`src/rtl/fc_in_buffer.sv`:
```
// Serial-to-parallel activation buffer feeding a fully-connected layer: collects IN
// beats into x[0:IN-1] and holds them until x_ready. Define FC_IN_PINGPONG_EN for two banks.

module fc_in_lane #(
  parameter int WIDTH = 8,
  parameter int NBANK = 1
) (
  input  logic                        clk,
  input  logic                        rst_n,
  input  logic [NBANK-1:0]            we,
  input  logic [WIDTH-1:0]            d,
  output logic [NBANK-1:0][WIDTH-1:0] q
);

  always_ff @(posedge clk or negedge rst_n) begin
    if (!rst_n) begin
      q <= '0;
    end else begin
      for (int b = 0; b < NBANK; b++) begin
        if (we[b]) q[b] <= d;
      end
    end
  end

endmodule

module fc_in_buffer #(
  parameter int WIDTH = 8,
  parameter int IN    = 84
) (
  input  logic             clk,
  input  logic             rst_n,
  input  logic [WIDTH-1:0] in_data,
  input  logic             in_valid,
  input  logic             in_last,
  output logic             in_ready,
  output logic [WIDTH-1:0] x [0:IN-1],
  output logic             x_valid,
  input  logic             x_ready,
  output logic             err
);

`ifdef FC_IN_PINGPONG_EN
  localparam int NBANK = 2;
`else
  localparam int NBANK = 1;
`endif
  localparam int IW = (IN > 1) ? $clog2(IN) : 1;

  logic [IW-1:0]                wr_idx;
  logic                         accept;
  logic                         last_slot;
  logic                         done;
  logic [NBANK-1:0]             bank_we;
  logic [NBANK-1:0][WIDTH-1:0]  lane_q [IN];

  assign accept    = in_valid && in_ready;
  assign last_slot = (wr_idx == IW'(IN - 1));
  assign done      = accept && last_slot;

  // Any in_last/slot disagreement is a length error; a short frame also restarts at slot 0.
  always_ff @(posedge clk or negedge rst_n) begin
    if (!rst_n) begin
      wr_idx <= '0;
      err    <= 1'b0;
    end else if (accept) begin
      wr_idx <= (last_slot || in_last) ? '0 : wr_idx + 1'b1;
      if (in_last != last_slot) err <= 1'b1;
    end
  end

`ifdef FC_IN_PINGPONG_EN
  logic [1:0] full, full_nx;
  logic       wr_bank, rd_bank, wr_nx, rd_nx;

  always_ff @(posedge clk or negedge rst_n) begin
    if (!rst_n) begin
      full    <= '0;
      wr_bank <= 1'b0;
      rd_bank <= 1'b0;
    end else begin
      full    <= full_nx;
      wr_bank <= wr_nx;
      rd_bank <= rd_nx;
    end
  end

  // Release and completion may land together; they always touch different banks.
  always_comb begin
    full_nx = full;
    wr_nx   = wr_bank;
    rd_nx   = rd_bank;
    if (x_valid && x_ready) begin
      full_nx[rd_bank] = 1'b0;
      rd_nx            = ~rd_bank;
    end
    if (done) begin
      full_nx[wr_bank] = 1'b1;
      wr_nx            = ~wr_bank;
    end
  end

  assign in_ready = ~&full;
  assign x_valid  = full[rd_bank];
  assign bank_we  = {accept & wr_bank, accept & ~wr_bank};
`else
  typedef enum logic {FILL, FULL} state_t;
  state_t state, state_nx;

  always_ff @(posedge clk or negedge rst_n) begin
    if (!rst_n) state <= FILL;
    else        state <= state_nx;
  end

  always_comb begin
    state_nx = state;
    case (state)
      FILL:    if (done)    state_nx = FULL;
      FULL:    if (x_ready) state_nx = FILL;
      default:              state_nx = FILL;
    endcase
  end

  assign in_ready = (state == FILL);
  assign x_valid  = (state == FULL);
  assign bank_we  = accept;
`endif

  for (genvar k = 0; k < IN; k++) begin : g_lane
    fc_in_lane #(.WIDTH(WIDTH), .NBANK(NBANK)) u_lane (
      .clk   (clk),
      .rst_n (rst_n),
      .we    (bank_we & {NBANK{wr_idx == IW'(k)}}),
      .d     (in_data),
      .q     (lane_q[k])
    );
`ifdef FC_IN_PINGPONG_EN
    assign x[k] = lane_q[k][rd_bank];
`else
    assign x[k] = lane_q[k][0];
`endif
  end

endmodule

```
`config.mk`:
```
export PLATFORM = sky130hd
export DESIGN_NAME = fc_in_buffer
export DESIGN_NICKNAME = d
export VERILOG_FILES = /design/src/rtl/fc_in_buffer.sv
export SDC_FILE = /design/constraint.sdc
export NUM_CORES = 1
export LEC_CHECK = 0
export CAP_MARGIN = 20
export CORE_MARGIN = 1.5
export CORE_UTILIZATION = 35
export CTS_BUF_LIST = sky130_fd_sc_hd__clkbuf_2
export DETAILED_ROUTE_END_ITERATION = 8
export GPL_ROUTABILITY_DRIVEN = 0
export GPL_TIMING_DRIVEN = 0
export PLACE_DENSITY_LB_ADDON = 0.05
export SLEW_MARGIN = 40
export SYNTH_ARGS = -nofsm -noshare
export SYNTH_HDL_FRONTEND = slang
export SYNTH_SLANG_ARGS = --single-unit
```
`constraint.sdc`:
```
create_clock -name clk -period 5.8 [get_ports clk]
set_clock_uncertainty 0.2 [all_clocks]
set_input_delay 1.16 -clock clk [delete_from_list [all_inputs] [get_ports clk]]
set_output_delay 1.16 -clock clk [all_outputs]
set_load 0.05 [all_outputs]
```
Yosys cells after proc, flatten, opt, wreduce, memory -nomap -nowiden

Cells that the tools add are included.

Bitwise gates (word level): 85
Reductions and logical operators: 5
Muxes and demuxes: 4
$add $sub $neg: 1
Equality and inequality tests: 84

Operators with widths:

| operator                                      | count |
|---|---|
| == test 7 x 6 -> 1 bit, second input constant | 32 |
| == test 7 bit, second input constant          | 20 |
| == test 7 x 5 -> 1 bit, second input constant | 16 |
| bitwise AND 1 bit                             | 84 |
| == test 7 x 4 -> 1 bit, second input constant | 8 |
| == test 7 x 3 -> 1 bit, second input constant | 4 |
| == test 7 x 2 -> 1 bit, second input constant | 2 |
| adder 7 x 1 -> 7 bit, second input constant   | 1 |
| == test 7 x 1 -> 1 bit, second input constant | 1 |
| logical NOT 7 bit                             | 1 |
| two-way mux 7 bit                             | 1 |
| logical AND 1 bit                             | 2 |
| two-way mux 1 bit                             | 2 |
| case mux 1 bit (2 select lines)               | 1 |
| AND reduction 2 bit                           | 1 |
| logical OR 1 bit                              | 1 |
| != test 1 bit                                 | 1 |
| NOT 1 bit                                     | 1 |

Word-level logic and storage cells: 266
Bits of input ports: 13
Register bits after elaboration: 681

Logic depth before layout (Yosys ltp)

Gate-level depths: netlist of run 1.

Depth in word-level cells: 5
Mapped depth: 8
Gate-level depth less buffers: 6

Hierarchy

A second synthesis of run 1 with hierarchy kept.

Cells, all modules: 1609
Area, all modules: 29089.1 sq um

Modules (own cells, without submodules):

| module       | area an instance (sq um) | cells an instance | times used | seq. area each (sq um) |
|---|---|---|---|---|
| fc_in_lane   | 331.6                    | 17                | 84         | 200.2 |
| fc_in_buffer | 1237.4                   | 181               | 1          | 225.2 |

Worst setup path before layout of run 1

No wires, ideal clock.

Kind: input to register
From: input in_valid
To: register g_lane[83].u_lane.q[0] (netlist bit)
Data arrival time: 2.448 ns
Cell stages on the path: 4
Path buffers: 1
Slack: 3.028 ns
Cell sequence: or4b_1 -> buf_2 -> nor3_4 -> mux2_2

Longest elaborated chain between the ends: 2

Ends and longest elaborated chain:

| what                            | RTL line | source |
|---|---|---|
| from (decl)                     | 34       | `input logic in_valid,` |
| logical AND 1 bit               | 57       | `assign accept = in_valid && in_ready;` |
| bitwise AND 1 bit               | 133      | `.we (bank_we & {NBANK{wr_idx == IW'(k)}}),` |
| to (signal assigned)            | 17       | `q <= '0;` |
| to (signal, indexed assignment) | 20       | `if (we[b]) q[b] <= d;` |
| to (decl)                       | 12       | `output logic [NBANK-1:0][WIDTH-1:0] q` |

Every way passes these cells.
A chain may end at the register's enable or synchronous reset.

Final worst setup path of run 1

From: register state (netlist: x_valid)
To: output in_ready

Longest elaborated chain between the ends: 1

Ends and longest elaborated chain:

| what                   | RTL line | source |
|---|---|---|
| from (decl)            | 108      | `state_t state, state_nx;` |
| from (signal assigned) | 112      | `else state <= state_nx;` |
| NOT 1 bit              | --       |  |
| to (decl)              | 36       | `output logic in_ready,` |

Every way passes these cells.

==> results.cfg, run 1 <==
[worst_setup_path]
critPathLaunchType = register
worst-setup-path-type = register to output port
cp.buffers_inverters = 4
critPathTopFamily = buffers and inverters
crit_top_cell = buf_2
crit_chain = buf_2, buf_2, inv_1, clkdlybuf4s50_1
worst_ep_arrival_time_ns = 3.15
required_ns = 4.44
r2r_slack_ns = 2.67
max_stage_delay_ns = 0.95
crit_path_end_kind = output port
crit_fanout = 10
crit_slowest_cell = clkdlybuf4s50_1

[clock_network]
insertion_delay_ns = 1.28
cts-root-buf = clkbuf_2
clkSinkCount = 681
post_cts_buffers = 0
htreeDepth = 4
cts_buffer_depth = 3
post_cts_resized = 0
tritoncts = yes
numCtsBuffers = 180
cts.clk_slew.worst_paths_ns = 0.11

[timing]
finalCritPeriodShare_pct = 77.7
fin_crit_ns = 4.51
rsz0062_at_grt = no
setup_violations = 0
worst_pin_slew_ns = 0.883
clock.fmax_mhz = 222
holdWs_ns = 0.180
slew_headroom_pct = 41.0
drv_slew = 0
fin_tns_setup_ns = 0
finalHoldViolCount = 0

[layout]
fillCellCount = 6655
nNetsFinal = 2528
design_area_um2 = 36200
drive_gt1_share_pct = 38.7
fin_util_pct = 48.7
syn2layout_area_growth_pct = 37.9

[floorplan]
die-height_um = 277
rows = 100
core_um2 = 74300
die_area_um2 = 76600
initial_core_util_pct = 35.3
io_pins = 688
die-width_um = 277

[detailed_routing]
drc_errors = 0
drt_wl_total_um = 92100
via_count = 17500
vias_per_cell = 4.88
first_pass_iters = 4
ant_nets = 0
drtIter0Drc = 669
wl_per_cell_um = 25.6

[synthesis]
synth_seq_area_share_pct = 64.9
async_flop_share_pct = 100
synth_top_area_share_pct = 64.9
synth_cell_types = 45
synth_edf_count = 0
yosys-top-cells-area = dfrtp_1 (65%), mux2_2 (29%), clkbuf_1 (1.3%), nand2_1 (0.89%), nor4bb_1 (0.50%)
synth_area_per_cell_um2 = 16.1
yosys.area.top_type = dfrtp_1
synthTopCellsByCount = dfrtp_1 (681), mux2_2 (671), clkbuf_1 (90)
ys_ff_latch = 681
syn_nets = 1651
synth_area_um2 = 26200
synth.most_common_cell = dfrtp_1
synth_ff_type = dfrtp_1
netlist_instances = 1632
yosysWarnings = 0

[placement]
portBuffers = 679
dp_hpwl_um = 67300
placed_area_um2 = 34500

[flow_run]
maxCapViolCount = 0

[pwr]
vdd_ir_drop_max_mv = 0.360
leakagePower_nw = 17.5
p_per_area_nw_per_um2 = 299
total_power_mw = 10.8

[global_routing]
grt_overflow = 0
grt_max_degree = 113
antenna_found_initial = 5
track_usage_pct = 24.0
grt_pass1_wl_um = 134000
first_global_vias = 18700

[status]
status = finished, final reports clean

[hold_path]
worst_hold_path_type = input pin to register
power by group:
group	switching, mW	internal, mW
Sequential	0.151	5.01
Clock	2.02	1.33
Combinational	1.58	0.714
layout by cell type (no fill, tap or decap), types with 4 or more instances in the layout:
cell type	n
dfrtp_1	681
clkdlybuf4s50_1	678
mux2_2	671
clkbuf_2	268
clkbuf_1	82
nand2_1	62
clkinv_1	19
buf_2	18
nor4bb_1	13
nand3_1	11
buf_16	9
inv_1	7
nor3_4	6
nor2_2	6
ha_1	6
nand2b_1	5
nand4_1	5
dlygate4sd3_1	5
diode_2	4
buf_4	4
nor4b_4	4
path summary, 6_finish.rpt:
path | endpoint | startpoint | cells past startpoint
setup / recovery | in_ready | x_valid | 4
hold / removal | g_lane[81].u_lane.q[7] | in_data[7] | 2
setup reg to reg | g_lane[8].u_lane.q[7] | wr_idx[0] | 6
hold reg to reg | err | err | 1
max in group asynchronous | g_lane[61].u_lane.q[3] | rst_n | 6
min in group asynchronous | g_lane[73].u_lane.q[2] | rst_n | 3
metrics by stage:
| stage | setup slack [ns] | cells |
|---|---|---|
| floorplan | 3.03 | 1632 |
| global route | 1.09 | 3592 |
| finish | 1.29 | 3594 |
| CTS | 1.10 | 3588 |
| detailed placement | 1.55 | 3288 |
| global placement | -27.10 | 3280 |
what timing repair did:
| action | CTS | global route |
|---|---|---|
| endpoints found under the setup margin | 0 | 0 |
| endpoints found under the hold margin | 246 | 0 |
| hold buffers | 6 | 0 |
layer usage:
metal / part of all wire [%] / vias to the layer above / track usage, %
met5: 0 / - / 0
met4: 3.5 / 0 / 9.82
met3: 8.2 / 165 / 8.75
met2: 49 / 609 / 39.4
met1: 40 / 9107 / 28.6
li1: - / 7641 / -
flip-flops by register name (all words and copies together), names as in the netlist:
signal and count:
g_lane.u_lane.q 672, wr_idx 7, x_valid 1, err 1
cell type report:
type                       instances  area, um^2  share of cell area [%]
clock buffer                     260        1300                    3.60
inverter                           7        26.3                  0.0726
tap                              969        1210                    3.35
buffer                           110         453                    1.25
sequential                       681       17000                    47.1
clock inverter                    34         251                   0.695
timing repair buffer             695        7110                    19.7
antenna                            4        10.0                  0.0277
multi-input combinational        834        8780                    24.3
cells by family (layout without fill, tap and decap cells):
group / Yosys count / count (layout) / share of synthesized area, %
flip-flops: 681 / 681 / 64.9
other: 0 / 4 / 0
buffers and inverters: 117 / 1106 / 1.79
multiplexers: 673 / 673 / 28.9
AO/OA/AOI/OAI: 10 / 10 / 0.267
AND/OR/NAND/NOR: 145 / 145 / 3.86
adder cells (fa/ha/maj): 6 / 6 / 0.286
worst register-to-register path, delay by kind of cell (launching register included):
family	cells	cell delay, ns
and+or+nand+nor	2	0.92
adders and majority gates	1	0.20
DFF	1	0.44
muxes	1	0.49
buffers and inverters	2	0.75
No activity file was read; power rests on OpenSTA's default activity.
==> run 2, diff against run 1 <==
- clock period: 5.8 -> 3.9 ns (I/O delays scaled with it)
==> run 2 against run 1 <==
Combinational power rose by 49%. Via count rose by 0.18%. Global-route usage barely moved. Wire length fell by 0.17%. Final area rose by 0.20%. Sequential power rose by 49%. Non-clock buffer count rose by 7. Critical endpoint unchanged.
==> results.cfg, run 2 (synthesized netlist as in run 1, its figures left out) <==
[pwr]
vdd_ir_drop_max_mv = 0.536
intPower_mw = 10.5
p_clk_share_pct = 30.9
power_frac_seq_pct = 47.8
combPwrFrac_pct = 21.3
p_per_area_nw_per_um2 = 443
power.switching_mw = 5.57
p_sw_share_pct = 34.7
total_power_mw = 16.1
leakagePower_nw = 17.6

[clock_network]
cts_buffer_depth = 3
post_cts_buffers = 0
insertion_delay_ns = 1.28
cts.clk_slew.worst_paths_ns = 0.11
clkSinkCount = 681
cts-root-buf = clkbuf_2
htreeDepth = 4
tritoncts = yes
numCtsBuffers = 180

[worst_setup_path]
crit_fanout = 10
worst-setup-path-type = register to output port
crit_path_end_kind = output port
worst_ep_arrival_time_ns = 2.66
required_ns = 2.92
r2r_slack_ns = 0.77
critPathLaunchType = register
reg2reg_from = wr_idx[1]
startpoint = x_valid

[timing]
finalHoldViolCount = 0
rsz0062_at_grt = no
setup_violations = 0
clock.fmax_mhz = 275
fin_tns_setup_ns = 0
fin_crit_ns = 3.64
drv_slew = 0
finalCritPeriodShare_pct = 93.2
slew_headroom_pct = 41.0
worst_pin_slew_ns = 0.883

[global_routing]
first_global_vias = 18800
antenna_found_initial = 7
track_usage_pct = 24.0
grt_pass1_wl_um = 133000
grt_max_degree = 113
grt_overflow = 0

[detailed_routing]
drtIter0Drc = 690
via_count = 17600
wl_per_cell_um = 25.5
drc_errors = 0
vias_per_cell = 4.87
first_pass_iters = 4
ant_nets = 0
drt_wl_total_um = 91900

[layout]
largest_register_ffs = 672
final_cell_mix = dfrtp_1 (681), clkdlybuf4s50_1 (677), mux2_2 (671), clkbuf_2 (269), clkbuf_1 (81)
fillCellCount = 6653
largest_register = g_lane.u_lane.q
fin_cells = 3601
syn2layout_area_growth_pct = 38.1
multi_input_area_um2 = 8780
ff_latch_area_um2 = 17000
drive_gt1_share_pct = 38.7
fin_util_pct = 48.8
nNetsFinal = 2535
layout_commonest_cell = dfrtp_1
reg_top3 = g_lane.u_lane.q (672), wr_idx (7)

[floorplan]
die-height_um = 277
core_um2 = 74300
rows = 100
initial_core_util_pct = 35.3
io_pins = 688
die-width_um = 277
die_area_um2 = 76600

[placement]
portBuffers = 679
dp_hpwl_um = 67300
dp_cells = 3288

[status]
status = finished, final reports clean

[hold_path]
worstHoldStart = err
worst_hold_path_type = register to register

[flow_run]
maxCapViolCount = 0
run 2: metrics by stage:
step	hold slack [ns]	setup WS, ns	area (um^2)
floorplan	0.284	1.41	26200
global placement	0.259	-28.62	34300
global route	0.290	0.0254	36200
finish	0.304	0.265	36300
detailed placement	0.270	0.0275	34500
CTS	0.217	0.0562	36200
run 2: cell type report:
cell class / count / share of cell area, %
Antenna cell: 4 / 0.0276
Buffer: 110 / 1.25
Clock buffer: 260 / 3.59
Clock inverter: 34 / 0.694
Inverter: 7 / 0.0725
Multi-Input combinational cell: 834 / 24.2
Sequential cell: 681 / 47.0
Tap cell: 969 / 3.34
Timing Repair Buffer: 702 / 19.8
run 2: power by group through the flow:
stage / clock (mW) / combinational, mW / sequential (mW)
after floorplan: 0 / 0.610 / 9.18
after global placement: 0 / 3.39 / 7.82
after detailed placement: 0 / 3.41 / 7.80
after CTS: 5.20 / 3.45 / 7.68
after global routing: 5.57 / 3.58 / 7.73
final: 4.97 / 3.42 / 7.68
run 2: metal layers:
metal | global-route usage (%) | share of wire (%) | wire length (um) | up-vias
met1 | 28.3 | 40 | 36300 | 9107
met2 | 39.4 | 49 | 44700 | 624
met3 | 8.95 | 8.2 | 7520 | 167
li1 | - | - | - | 7652
met4 | 9.83 | 3.7 | 3370 | 4
met5 | 0 | 0.023 | 21 | -
run 2: timing repair:
| action | in CTS | in global routing |
|---|---|---|
| gates resized for setup | 3 | 0 |
| endpoints found under the setup margin | 1 | 0 |
| endpoints found under the hold margin | 689 | 0 |
| hold buffers | 14 | 0 |
run 2: worst paths after layout:
kind,cells past startpoint,end
setup / recovery,4,in_ready
hold / removal,1,err
setup reg to reg,6,g_lane[35].u_lane.q[3]
hold reg to reg,1,err
max in group asynchronous,7,g_lane[61].u_lane.q[3]
min in group asynchronous,4,g_lane[68].u_lane.q[1]
run 2: worst max-delay path, cell delays in order (launching register included):
cell and delay, ns:
dfrtp_1 0.35, buf_2 0.23, buf_2 0.29, inv_1 0.13, clkdlybuf4s15_2 0.40
